$ cat src/rtl/exec_issue_ctrl_if.sv
// Bus between decode, the issue controller and the execute stage: instruction offer,
// unit-availability feedback, and the issued instruction fields.
interface exec_issue_ctrl_if #(
  parameter int ROB_SIZE      = 4,
  parameter int DEST_REG_SIZE = 5,
  parameter int PAYLOAD_WIDTH = 128,
  parameter int LAT_WIDTH     = 4
);
  // Decode-side instruction offer
  logic                     in_valid;
  logic                     in_ready;
  logic [2:0]               in_func_select;
  logic [LAT_WIDTH-1:0]     in_latency;
  logic [ROB_SIZE-1:0]      in_rob_entry;
  logic [DEST_REG_SIZE-1:0] in_dest_reg;
  logic [PAYLOAD_WIDTH-1:0] in_payload;

  // Execute-stage feedback and pipeline control
  logic [3:0]               alu_free;
  logic                     mem_full;
  logic                     flush;

  // Issued instruction
  logic [2:0]               func_select;
  logic [LAT_WIDTH-1:0]     latency_counter;
  logic [ROB_SIZE-1:0]      rob_entry;
  logic [DEST_REG_SIZE-1:0] dest_reg;
  logic [PAYLOAD_WIDTH-1:0] payload;
  logic                     ins_nop;
  logic [15:0]              stall_cycles;

  modport master (
    output in_valid, in_func_select, in_latency, in_rob_entry, in_dest_reg, in_payload,
    output alu_free, mem_full, flush,
    input  in_ready, func_select, latency_counter, rob_entry, dest_reg, payload,
    input  ins_nop, stall_cycles
  );

  modport slave (
    input  in_valid, in_func_select, in_latency, in_rob_entry, in_dest_reg, in_payload,
    input  alu_free, mem_full, flush,
    output in_ready, func_select, latency_counter, rob_entry, dest_reg, payload,
    output ins_nop, stall_cycles
  );
endinterface

$ cat src/rtl/exec_issue_ctrl.sv
// In-order issue controller: buffers decoded instructions and issues the FIFO head to its
// functional unit when that unit can accept it, covering multi-cycle unit occupancy locally.
module exec_issue_ctrl #(
  parameter int         ROB_SIZE      = 4,
  parameter int         DEST_REG_SIZE = 5,
  parameter int         PAYLOAD_WIDTH = 128,
  parameter int         NUM_ALU       = 5,
  parameter logic [2:0] DUMMY_ALU     = 3'b101,
  parameter int         FIFO_DEPTH    = 4,
  parameter int         LAT_WIDTH     = 4
) (
  input logic              clk,
  input logic              reset,
  exec_issue_ctrl_if.slave bus
);

  localparam int               PTR_W     = $clog2(FIFO_DEPTH);
  localparam int               BUSY_W    = LAT_WIDTH + 1;
  localparam logic [PTR_W:0]   DEPTH_CNT = (PTR_W + 1)'(FIFO_DEPTH);
  localparam logic [2:0]       NOP_BASE  = 3'(NUM_ALU);
  localparam logic [2:0]       UNIT_SINT = 3'd0;
  localparam logic [2:0]       UNIT_FP   = 3'd1;
  localparam logic [2:0]       UNIT_CINT = 3'd2;
  localparam logic [2:0]       UNIT_PRED = 3'd3;
  localparam logic [2:0]       UNIT_MEM  = 3'd4;

  typedef struct packed {
    logic [2:0]               func;
    logic [LAT_WIDTH-1:0]     lat;
    logic [ROB_SIZE-1:0]      rob;
    logic [DEST_REG_SIZE-1:0] dest;
    logic [PAYLOAD_WIDTH-1:0] payload;
  } entry_t;

  // Instruction buffer
  entry_t            fifo_mem [FIFO_DEPTH];
  logic [PTR_W-1:0]  rd_ptr;
  logic [PTR_W-1:0]  wr_ptr;
  logic [PTR_W:0]    count;

  // Remaining occupancy of the multi-cycle units (FP and complex int)
  logic [BUSY_W-1:0] busy_fp;
  logic [BUSY_W-1:0] busy_cint;
  logic [15:0]       stall_q;

  // Registered issue outputs
  logic [2:0]               func_q;
  logic [LAT_WIDTH-1:0]     lat_q;
  logic [ROB_SIZE-1:0]      rob_q;
  logic [DEST_REG_SIZE-1:0] dest_q;
  logic [PAYLOAD_WIDTH-1:0] payload_q;
  logic                     nop_q;

  // Head decode and handshake
  entry_t            head;
  entry_t            in_entry;
  logic              in_ready_w;
  logic              head_valid;
  logic              head_is_nop;
  logic              head_eligible;
  logic              issue;
  logic              push;
  logic [BUSY_W-1:0] busy_load;

  assign in_ready_w = (count < DEPTH_CNT);

  always_comb begin
    // NOTE: every signal gets a default before any branch, so no latch can be inferred.
    head_eligible = 1'b0;
    in_entry      = '{func:    bus.in_func_select,
                      lat:     bus.in_latency,
                      rob:     bus.in_rob_entry,
                      dest:    bus.in_dest_reg,
                      payload: bus.in_payload};
    head          = fifo_mem[rd_ptr];
    head_valid    = (count != '0);
    head_is_nop   = (head.func >= NOP_BASE);

    case (head.func)
      UNIT_SINT: head_eligible = bus.alu_free[0];
      UNIT_FP:   head_eligible = bus.alu_free[1] && (busy_fp == '0);
      UNIT_CINT: head_eligible = bus.alu_free[2] && (busy_cint == '0);
      UNIT_PRED: head_eligible = bus.alu_free[3];
      UNIT_MEM:  head_eligible = !bus.mem_full;
      default:   head_eligible = 1'b1;
    endcase

    issue = head_valid && head_eligible && !bus.flush;
    push  = bus.in_valid && in_ready_w && !bus.flush;

    // A zero latency still occupies the unit for one cycle; +1 covers the free-flag lag.
    if (head.lat == '0) busy_load = BUSY_W'(2);
    else                busy_load = BUSY_W'(head.lat) + BUSY_W'(1);
  end

  // NOTE: buffer storage has no reset; an entry is only ever read while count says it is valid.
  always_ff @(posedge clk) begin
    if (push) fifo_mem[wr_ptr] <= in_entry;
  end

  // NOTE: all sequential state uses non-blocking assignments so every register samples pre-edge values.
  always_ff @(posedge clk or negedge reset) begin
    if (!reset) begin
      rd_ptr <= '0;
      wr_ptr <= '0;
      count  <= '0;
    end else if (bus.flush) begin
      rd_ptr <= '0;
      wr_ptr <= '0;
      count  <= '0;
    end else begin
      if (push)  wr_ptr <= wr_ptr + 1'b1;
      if (issue) rd_ptr <= rd_ptr + 1'b1;
      case ({push, issue})
        2'b10:   count <= count + 1'b1;
        2'b01:   count <= count - 1'b1;
        default: count <= count;
      endcase
    end
  end

  // Occupancy keeps counting through a flush: instructions already in the units stay in flight.
  always_ff @(posedge clk or negedge reset) begin
    if (!reset) begin
      busy_fp   <= '0;
      busy_cint <= '0;
    end else begin
      if (issue && head.func == UNIT_FP) busy_fp <= busy_load;
      else if (busy_fp != '0)            busy_fp <= busy_fp - 1'b1;

      if (issue && head.func == UNIT_CINT) busy_cint <= busy_load;
      else if (busy_cint != '0)            busy_cint <= busy_cint - 1'b1;
    end
  end

  always_ff @(posedge clk or negedge reset) begin
    if (!reset) begin
      stall_q <= '0;
    end else if (head_valid && !head_eligible && stall_q != 16'hFFFF) begin
      stall_q <= stall_q + 1'b1;
    end
  end

  always_ff @(posedge clk or negedge reset) begin
    if (!reset) begin
      func_q    <= DUMMY_ALU;
      nop_q     <= 1'b1;
      lat_q     <= '0;
      rob_q     <= '0;
      dest_q    <= '0;
      payload_q <= '0;
    end else if (issue) begin
      func_q    <= head_is_nop ? DUMMY_ALU : head.func;
      nop_q     <= head_is_nop;
      lat_q     <= head.lat;
      rob_q     <= head.rob;
      dest_q    <= head.dest;
      payload_q <= head.payload;
    end else begin
      func_q    <= DUMMY_ALU;
      nop_q     <= 1'b1;
      lat_q     <= '0;
      rob_q     <= '0;
      dest_q    <= '0;
      payload_q <= '0;
    end
  end

  assign bus.in_ready        = in_ready_w;
  assign bus.func_select     = func_q;
  assign bus.ins_nop         = nop_q;
  assign bus.latency_counter = lat_q;
  assign bus.rob_entry       = rob_q;
  assign bus.dest_reg        = dest_q;
  assign bus.payload         = payload_q;
  assign bus.stall_cycles    = stall_q;

endmodule

$ cat src/flat_wrapper.sv
// flat-port wrapper written by rule: the top's interface ports become plain ports
module exec_issue_ctrl_flat 
#(
  parameter int         ROB_SIZE      = 4,
  parameter int         DEST_REG_SIZE = 5,
  parameter int         PAYLOAD_WIDTH = 128,
  parameter int         NUM_ALU       = 5,
  parameter logic [2:0] DUMMY_ALU     = 3'b101,
  parameter int         FIFO_DEPTH    = 4,
  parameter int         LAT_WIDTH     = 4
)
  (clk, reset, bus_in_valid, bus_in_func_select, bus_in_latency, bus_in_rob_entry, bus_in_dest_reg, bus_in_payload, bus_alu_free, bus_mem_full, bus_flush, bus_in_ready, bus_func_select, bus_latency_counter, bus_rob_entry, bus_dest_reg, bus_payload, bus_ins_nop, bus_stall_cycles);
  exec_issue_ctrl_if #(.ROB_SIZE(ROB_SIZE), .DEST_REG_SIZE(DEST_REG_SIZE), .PAYLOAD_WIDTH(PAYLOAD_WIDTH), .LAT_WIDTH(LAT_WIDTH)) bus_i ();
  input logic clk;
  input logic reset;
  input wire logic [$bits(bus_i.in_valid)-1:0] bus_in_valid;
  input wire logic [$bits(bus_i.in_func_select)-1:0] bus_in_func_select;
  input wire logic [$bits(bus_i.in_latency)-1:0] bus_in_latency;
  input wire logic [$bits(bus_i.in_rob_entry)-1:0] bus_in_rob_entry;
  input wire logic [$bits(bus_i.in_dest_reg)-1:0] bus_in_dest_reg;
  input wire logic [$bits(bus_i.in_payload)-1:0] bus_in_payload;
  input wire logic [$bits(bus_i.alu_free)-1:0] bus_alu_free;
  input wire logic [$bits(bus_i.mem_full)-1:0] bus_mem_full;
  input wire logic [$bits(bus_i.flush)-1:0] bus_flush;
  output wire logic [$bits(bus_i.in_ready)-1:0] bus_in_ready;
  output wire logic [$bits(bus_i.func_select)-1:0] bus_func_select;
  output wire logic [$bits(bus_i.latency_counter)-1:0] bus_latency_counter;
  output wire logic [$bits(bus_i.rob_entry)-1:0] bus_rob_entry;
  output wire logic [$bits(bus_i.dest_reg)-1:0] bus_dest_reg;
  output wire logic [$bits(bus_i.payload)-1:0] bus_payload;
  output wire logic [$bits(bus_i.ins_nop)-1:0] bus_ins_nop;
  output wire logic [$bits(bus_i.stall_cycles)-1:0] bus_stall_cycles;
  assign bus_i.in_valid = bus_in_valid;
  assign bus_i.in_func_select = bus_in_func_select;
  assign bus_i.in_latency = bus_in_latency;
  assign bus_i.in_rob_entry = bus_in_rob_entry;
  assign bus_i.in_dest_reg = bus_in_dest_reg;
  assign bus_i.in_payload = bus_in_payload;
  assign bus_i.alu_free = bus_alu_free;
  assign bus_i.mem_full = bus_mem_full;
  assign bus_i.flush = bus_flush;
  assign bus_in_ready = bus_i.in_ready;
  assign bus_func_select = bus_i.func_select;
  assign bus_latency_counter = bus_i.latency_counter;
  assign bus_rob_entry = bus_i.rob_entry;
  assign bus_dest_reg = bus_i.dest_reg;
  assign bus_payload = bus_i.payload;
  assign bus_ins_nop = bus_i.ins_nop;
  assign bus_stall_cycles = bus_i.stall_cycles;
  exec_issue_ctrl #(.ROB_SIZE(ROB_SIZE), .DEST_REG_SIZE(DEST_REG_SIZE), .PAYLOAD_WIDTH(PAYLOAD_WIDTH), .NUM_ALU(NUM_ALU), .DUMMY_ALU(DUMMY_ALU), .FIFO_DEPTH(FIFO_DEPTH), .LAT_WIDTH(LAT_WIDTH)) u_core (.clk(clk), .reset(reset), .bus(bus_i));
endmodule
$ cat config.mk
export PLATFORM = sky130hd
export DESIGN_NAME = exec_issue_ctrl_flat
export DESIGN_NICKNAME = d
export VERILOG_FILES = /design/src/rtl/exec_issue_ctrl_if.sv /design/src/rtl/exec_issue_ctrl.sv /design/src/flat_wrapper.sv
export SDC_FILE = /design/constraint.sdc
export NUM_CORES = 1
export LEC_CHECK = 0
export ABC_CLOCK_PERIOD_IN_PS = 8300
export BUFFER_PORTS_ARGS = -buffer_cell sky130_fd_sc_hd__buf_2
export CORE_MARGIN = 5
export CORE_UTILIZATION = 27
export CTS_CLUSTER_SIZE = 25
export DETAILED_ROUTE_END_ITERATION = 10
export PLACE_DENSITY = 0.44
export SETUP_SLACK_MARGIN = 0.4
export SYNTH_ARGS = -nofsm -noshare
export SYNTH_HDL_FRONTEND = slang
export SYNTH_SLANG_ARGS = --single-unit
$ cat constraint.sdc
create_clock -name clk -period 8.3 [get_ports clk]
set_input_delay 0.415 -clock clk [delete_from_list [all_inputs] [get_ports clk]]
set_output_delay 0.415 -clock clk [all_outputs]
set_load 0.02 [all_outputs]
# Yosys cells after proc, flatten, opt, wreduce, memory -nomap -nowiden
# Memories as Yosys holds them, arrays and structs flattened.
# Cells that the tools add are included.
classes:
  magnitude_cmp: 2
  reduce_logical: 25
  n_eq_ne: 7
  muxes: 21
  add_sub_neg: 8
ops:
  columns: ["operator", "n"]
  rows:
  - ["$mux 128", 1]
  - ["$mux 5", 6]
  - ["$add 16x1->16 const B", 1]
  - ["$ne 16x16->1 const B", 1]
  - ["$logic_and 1x1->1", 10]
  - ["$logic_not 5->1", 2]
  - ["$reduce_bool 5->1", 2]
  - ["$sub 5x1->5 const B", 2]
  - ["$mux 3", 3]
  - ["$mux 2", 4]
  - ["$mux 4", 2]
  - ["$reduce_bool 2->1", 4]
  - ["$eq 3x2->1 const B", 2]
  - ["$pmux 3 s2", 1]
  - ["$reduce_bool 3->1", 2]
  - ["$add 4x1->5 const B", 1]
  - ["$pmux 1 s5", 1]
  - ["$add 2x1->2 const B", 2]
  - ["$logic_not 4->1", 1]
  - ["$add 3x1->3 const B", 1]
  - ["$eq 3x1->1 const B", 1]
  - ["$eq 3x3->1 const B", 1]
  - ["$ge 3x3->1 const B", 1]
  - ["$logic_not 1->1", 3]
  - ["other kinds (6)", 8]
word_totals:
  ram_bits: 576
  n_memories: 1
  word_cells: 76
  reg_bits: 178
mem_list:
  columns: ["name", "depth", "word_bits", "read_ports", "rd_ports_with_merged_regs", "write_ports", "line_no", "rtl"]
  rows:
  - ["u_core.fifo_mem", 4, 144, 1, 0, 1, "exec_issue_ctrl.sv:36", "entry_t fifo_mem [FIFO_DEPTH];"]

# Depth between registers and ports, before layout
# Gate-level depths: netlist of the first run.
depth:
  ltp_word: 8
  ltp_mapped: 13

# Worst setup path before layout of the first run
# OpenSTA, ideal clock, no wires.
synth_timing:
  path_kind: "register to register"
  from: "register u_core.count[2]"
  to: "memory u_core.fifo_mem[0][0] (netlist bit), enable pin"
  path_stages_with_launch: 5
  path_buffers: 0
  setup_time_ns: 0.521
  setup_slack_ns: 3.530
  t_required_ns: 7.779
  arrival_ns: 4.248
  path_cell_list: "dfrtp_1 inv_1 nand2_1 nor2_1 and2_1"
synth_between:
  elab_chain_cells: 5
synth_rtl:
  columns: ["element", "line_no", "rtl"]
  rows:
  - ["from (decl)", "exec_issue_ctrl.sv:39", "logic [PTR_W:0] count;"]
  - ["from (signal assigned)", "exec_issue_ctrl.sv:115", "2'b10: count <= count + 1'b1;"]
  - ["from (signal assigned)", "exec_issue_ctrl.sv:116", "2'b01: count <= count - 1'b1;"]
  - ["from (signal assigned)", "exec_issue_ctrl.sv:117", "default: count <= count;"]
  - ["$lt 3x3->1", "exec_issue_ctrl.sv:65", "assign in_ready_w = (count < DEPTH_CNT);"]
  - ["via bus_in_ready", "flat_wrapper.sv:25", "output wire logic [$bits(bus_i.in_ready)-1:0] bus_in_ready;"]
  - ["$logic_and 1x1->1 (2 in a row)", "exec_issue_ctrl.sv:89", "push = bus.in_valid && in_ready_w && !bus.flush;"]
  - ["$mux 1", "exec_issue_ctrl.sv:98", "if (push) fifo_mem[wr_ptr] <= in_entry;"]
  - ["$mux 1 (implied by the code)", "exec_issue_ctrl.sv:98", null]
  - ["to (decl)", "exec_issue_ctrl.sv:36", null]
# The timed path passes the listed nets, and every way through them passes these cells.

# Final worst setup path of the first run
layout_timing:
  from: "register u_core.rd_ptr[1]"
  to: "register u_core.count[1]"
layout_between:
  elab_chain_cells: 8
  elab_cells_between_ends: 14
  cone_classes: "eq/ne: 6; mux: 3; reduce/logical: 4; memory: 1"
layout_rtl:
  columns: ["element", "line_no", "rtl"]
  rows:
  - ["from (decl)", "exec_issue_ctrl.sv:37", "logic [PTR_W-1:0] rd_ptr;"]
  - ["from (signal assigned)", "exec_issue_ctrl.sv:113", "if (issue) rd_ptr <= rd_ptr + 1'b1;"]
  - ["$mem_v2 4x144 (*)", null, null]
  - ["$eq 3x3->1 (tied with other cells)", "exec_issue_ctrl.sv:79", "case (head.func)"]
  - ["$pmux 1 s5 (*)", "exec_issue_ctrl.sv:79", null]
  - ["$logic_and 1x1->1 (*) (2 in a row)", "exec_issue_ctrl.sv:88", "issue = head_valid && head_eligible && !bus.flush;"]
  - ["$eq 2x1->1 / $eq 2x2->1 (equally long branches)", "exec_issue_ctrl.sv:114", "case ({push, issue})"]
  - ["$pmux 3 s2", "exec_issue_ctrl.sv:114", null]
  - ["$mux 3", "exec_issue_ctrl.sv:107", "end else if (bus.flush) begin"]
# Every way passes the cells marked *; elsewhere a longest branch is shown, timed or not.
# A chain may end at the register's enable or synchronous reset.

==> results of run 1 <==
[kinds of logic after synthesis]
family	synth area share [%]
compound gates	0.708
flops	79.5
mux	12.1
buf+inv	1.26
fa+ha+maj	0.576
xor+xnor	0.800
simple gates	5.04
[metrics by stage]
step,instances,setup WS (ns)
floorplan,1264,3.53
global placement,2897,4.15
detailed placement,2897,4.13
CTS,3205,4.10
global route,3207,3.94
finish,3208,4.18
[how the worst max path moves through the flow]
stage	start	end	cells past startpoint
6_report	u_core.rd_ptr[1]	u_core.count[1]	9
2_1_floorplan	u_core.count[2]	u_core.fifo_mem[0][0]	4
4_1_cts	u_core.rd_ptr[1]	u_core.bus.func_select[0]	7
3_5_place_dp	u_core.rd_ptr[1]	u_core.bus.func_select[0]	7
3_3_place_gp	u_core.rd_ptr[1]	u_core.count[2]	8
5_1_grt	u_core.rd_ptr[1]	u_core.count[1]	9
[what timing repair did]
| action | 4_1_cts | 5_1_grt |
|---|---|---|
| hold buffers | 145 | 0 |
| setup endpoints to repair | 0 | 0 |
| endpoints found under the hold margin | 657 | 0 |
[report_power, final]
group          internal [W]  switching (W)  total (W)  leakage, nW
clock               0.00230        0.00152    0.00382         1.41
sequential          0.00455       0.000244    0.00479         7.58
combinational      0.000872        0.00118    0.00206         3.61
[per-layer routing]
layer / wire (um) / vias to the layer above / GRT usage (%)
met5: 62 / - / 0
met2: 31300 / 325 / 19.9
li1: - / 5995 / -
met4: 1580 / 10 / 3.36
met3: 3990 / 114 / 3.80
met1: 29300 / 7124 / 16.1
[cell type report]
type                    instances  area [um2]  share of cell area [%]
flip-flops and latches        754       21800                    62.4
multi-input cells             446        5290                    15.2
clock buffers                 122        2460                    7.06
clock inverters                41         434                    1.24
inverters                      14        52.6                   0.151
well taps                    1357        1700                    4.87
repair buffers                471        3180                    9.13
diodes                          3        7.51                  0.0215
[placed cells by master, fill, tap and decap left out, drive strengths merged, types with 4 or more instances in the layout]
cell         synthesis  layout
nor2b              142     142
bufinv               0       7
xnor2                8       8
nor2                21      21
mux2i                6       6
mux4               144     144
ha                  11      11
clkinvlp             0       4
clkbuf              31     123
nand2               19      19
edfxtp             576     576
nand3               10      10
nor3b                4       4
clkinv               0      24
buf                 19     325
nor4                 5       5
and2                 7       7
o21ai                6       6
xor2                17      17
inv                 14      20
dlygate4sd3          0     145
dfrtp              175     175
nor3                10      10
==> metrics.cfg, run 1 <==
[route]
via_per_inst = 4.23
final_antenna_net_count = 0
detail_route.iter0.violations = 566
avgRoutedWirePerCell_um = 20.6
num_vias = 13568
drt_first_pass_iters = 4
drc_errors = 0
wirelength_um = 66200

[setup_path]
r2r_slack_ns = 4.18
slowest_stage = dfrtp_4
reg2reg_depth = 9
cp_top_family = flip-flops
cp.required_ns = 8.80
r2r-end = u_core.count[1]
critical_path_peak_fanout = 57
worstSetupPathType = reg2reg
worstReg2RegStart = u_core.rd_ptr[1]
path_buf_inv = 1
start_kind = flip-flop
worstPathArrival_ns = 4.62
path_cells = buf_4, mux4_2, nand3b_4, a311oi_2, o21ai_4, a21oi_1, fa_1, nand2_1, mux2i_1
slowest_delay_ns = 1.09
endpoint_kind = flip-flop

[timing]
finalSetupTns_ns = 0
timing.hold.ws_ns = 0.0988
setup_violations = 0
period_needed_ns = 4.12
drv_slew = 0
worst_pin_slew_ns = 1.05
slew_headroom_pct = 29.8
min_period_over_period_pct = 49.6
finalHoldViolations = 0
skew_ns = 0.0238
rsz0062_at_grt = no
fmax_mhz = 243

[run_status]
outcome = finished clean

[synth]
ys_seq_elements = 754
synth.distinct_cells = 47
syn-num-nets = 1429
syn_area_per_cell_um2 = 21.7
synth_warnings = 0
synth_ff_type = edfxtp_1
synth_top_area_share_pct = 63.2
synth_area_um2 = 27400
synth_top_cell_by_area = edfxtp_1
async_flop_share_pct = 23.6
ys_seq_area_share_pct = 79.5
synth.area.top_cells = edfxtp_1 (63%), dfrtp_1 (16%), mux4_2 (12%)
synthCells = 1264
synth.most_common_cell = edfxtp_1
synth_edf_count = 576
synth_common_cells = edfxtp_1 (576), dfrtp_1 (175), mux4_2 (144)

[placement]
dpl_cell_area_um2 = 30500
place_hpwl_um = 36100
gp_congestion = 0.701
numPortBuffers = 314

[worst_hold_path]
worst_hold_path_type = in2reg
hold_path_end = u_core.rd_ptr[1]
worstHoldStart = bus_flush
hold_depth = 2

[layout]
finalNetCount = 1940
fillers = 9637
largest_register_ffs = 576
syn_to_final_growth_pct = 27.5
final_area_um2 = 34900
drive_above_1_share_pct = 33.5
final_util_pct = 34.7
largest-register = u_core.fifo_mem

[pwr]
p_per_area_nw_per_um2 = 306
ir_drop_mv = 0.244
power_w = 0.0107
p_leak_nw = 12.6

[global_routing]
grt_overflow_total = 0
grt_pass1_vias = 15042
grt_max_degree = 148
gr-usage-all-layers_pct = 12.3
grt_pass1_wl_um = 99000
grt_antenna_before_repair = 8

[clock_network]
cts_setup_buffers = 0
clkTransAtPathRegs_ns = 0.06
clk_latency_ns = 0.65
cts_resized = 0
cts.sinks = 754
tritoncts = yes
clockBufferDepth = 3
cts_htree_levels = 3
root_buffer = clkbuf_16
numCtsBuffers = 88

[floorplanning]
die_w_um = 328
coreArea_um2 = 100000
die-area_um2 = 108000
initial_utilization_pct = 27.3
ios = 315
rows = 116
die_h_um = 328

[job]
maxCapViolCount = 0

Power figures use the tool's default switching activity.
==> run 2, diff against run 1 <==
Settings changed: ABC_CLOCK_PERIOD_IN_PS 8300 to 3600, PLACE_DENSITY 0.44 to 0.46.
Clock period 8.3 ns to 3.6 ns, I/O delays scaled along.
==> metrics.cfg, run 2 (same netlist as run 1, synthesis figures left out) <==
[floorplanning]
ios = 315
die-area_um2 = 108000
initial_utilization_pct = 27.3
die_h_um = 328
coreArea_um2 = 100000
die_w_um = 328
rows = 116

[clock_network]
clk_latency_ns = 0.64
cts_htree_levels = 3
clkTransAtPathRegs_ns = 0.06
cts.sinks = 754
numCtsBuffers = 87
tritoncts = yes
root_buffer = clkbuf_16
clockBufferDepth = 3

[timing]
min_period_over_period_pct = 83.5
period_needed_ns = 3.01
rsz0062_at_grt = no
setup_violations = 0
slew_headroom_pct = 28.8
finalSetupTns_ns = 0
drv_slew = 0
skew_ns = 0.0180
worst_pin_slew_ns = 1.07
finalHoldViolations = 0
fmax_mhz = 333
timing.hold.ws_ns = 0.182

[worst_hold_path]
worst_hold_path_type = in2reg

[layout]
fin_cells = 3218
largest-register = u_core.fifo_mem
largest_register_ffs = 576
final_cell_mix = edfxtp_1 (576), buf_2 (313), dfrtp_1 (173)
syn_to_final_growth_pct = 28.5
finalNetCount = 1951
final_common_cell = edfxtp_1
drive_above_1_share_pct = 34.4
fillers = 9562

[pwr]
p_sw_w = 0.00682
p_sw_share_pct = 27.4
combPwrFrac_pct = 19.7
p_int_w = 0.0181
seq_power_share_pct = 43.8
p_per_area_nw_per_um2 = 707
clockPowerShare_pct = 36.4
p_leak_nw = 12.8
ir_drop_mv = 0.383

[setup_path]
worstPathArrival_ns = 3.58
endpoint_kind = flip-flop
worstSetupPathType = reg2reg
start_kind = flip-flop
critical_path_peak_fanout = 15
cp.required_ns = 4.17

[global_routing]
grt_max_degree = 142
grtUsageMet2_pct = 19.9
gr-usage-all-layers_pct = 11.9
met3_usage_pct = 3.18
top_usage_layer = met2
use_met1_pct = 15.2
grt_pass1_wl_um = 96500
grt_pass1_vias = 15073
grt_antenna_before_repair = 6
grt_overflow_total = 0

[job]
maxCapViolCount = 0

[route]
via_per_inst = 4.24
final_antenna_net_count = 0
drt_first_pass_iters = 4
num_vias = 13660
wirelength_um = 64600
detail_route.iter0.violations = 609
drc_errors = 0
avgRoutedWirePerCell_um = 20.1

[run_status]
outcome = finished clean

[placement]
numPortBuffers = 314
dp.cells = 2905
gp_congestion = 0.744
place_hpwl_um = 35900

[run 2: cell types whose count changed in the layout (fill, tap and decap cells not counted), moves of 2 or more]
cell | before | now
clkbuf_8 | 10 | 17
buf_4 | 7 | 10
clkinv_2 | 13 | 15
clkinv_4 | 0 | 3
dlygate4sd3_1 | 145 | 147
clkbuf_1 | 23 | 12
bufinv_16 | 7 | 9
buf_12 | 5 | 12
clkinv_8 | 1 | 3
clkinvlp_4 | 4 | 0
[run 2: worst paths after layout]
kind,cells after the start,slack (ns),endpoint,start
hold reg to reg,1,0.49,u_core.bus.stall_cycles[6],u_core.bus.stall_cycles[6]
setup reg to reg,9,0.59,u_core.count[2],u_core.rd_ptr[0]
min in group asynchronous,2,0.21,u_core.busy_cint[3],reset
setup / recovery,9,0.59,u_core.count[2],u_core.rd_ptr[0]
max in group asynchronous,3,2.54,u_core.bus.payload[63],reset
hold / removal,6,0.18,u_core.rd_ptr[1],bus_alu_free[1]
[run 2: timing repair]
item | 4_1_cts | 5_1_grt
hold buffers | 147 | 0
endpoints found under the setup margin | 1 | 0
setup buffers | 2 | 0
resized for setup | 0 | 0
endpoints found under the hold margin | 658 | 0
[run 2: metal layers]
layer | part of all wire, % | wire length, um
met5 | 0.042 | 27
met4 | 2.4 | 1530
met3 | 5.9 | 3810
met2 | 49 | 31800
met1 | 43 | 27500
[run 2: worst max-delay path: stages, from the launching register on]
cell	delay, ns
dfrtp_4	0.59
mux4_2	0.63
nor2b_1	0.28
a311oi_2	0.22
o21ai_4	0.11
a21oi_1	0.08
fa_1	0.39
or3_1	0.38
a21o_1	0.19
nand2_1	0.07
[run 2: through the flow]
step / instance area [um2] / utilization, % / power [W] / setup slack, ns
2_1_floorplan: 27400 / - / 0.0143 / 0.447
3_3_place_gp: 30700 / 30.6 / 0.0159 / 0.377
3_5_place_dp: 30700 / 30.6 / 0.0160 / 0.371
4_1_cts: 35200 / 35.0 / 0.0254 / 0.570
5_1_grt: 35200 / 35.0 / 0.0261 / 0.429
6_report: 35200 / 35.0 / 0.0249 / 0.594
[run 2: cell type report]
cell class                      instances  area (um2)  share of cell area, %
Sequential cell                       754       21800                   61.9
Multi-Input combinational cell        446        5290                   15.0
Timing Repair Buffer                  483        3370                   9.57
Clock buffer                          117        2490                   7.08
Tap cell                             1357        1700                   4.83
Clock inverter                         45         515                   1.47
Inverter                               14        52.6                  0.149
Antenna cell                            2        5.00                 0.0142
[run 2: power by group through the flow]
| stage | clock (W) | sequential, W | combinational [W] |
|---|---|---|---|
| 4_1_cts | 0.00938 | 0.0109 | 0.00508 |
| 3_5_place_dp | 0 | 0.0111 | 0.00490 |
| 5_1_grt | 0.00975 | 0.0110 | 0.00537 |
| 6_report | 0.00907 | 0.0109 | 0.00491 |
| 3_3_place_gp | 0 | 0.0111 | 0.00486 |
| 2_1_floorplan | 0 | 0.0116 | 0.00273 |
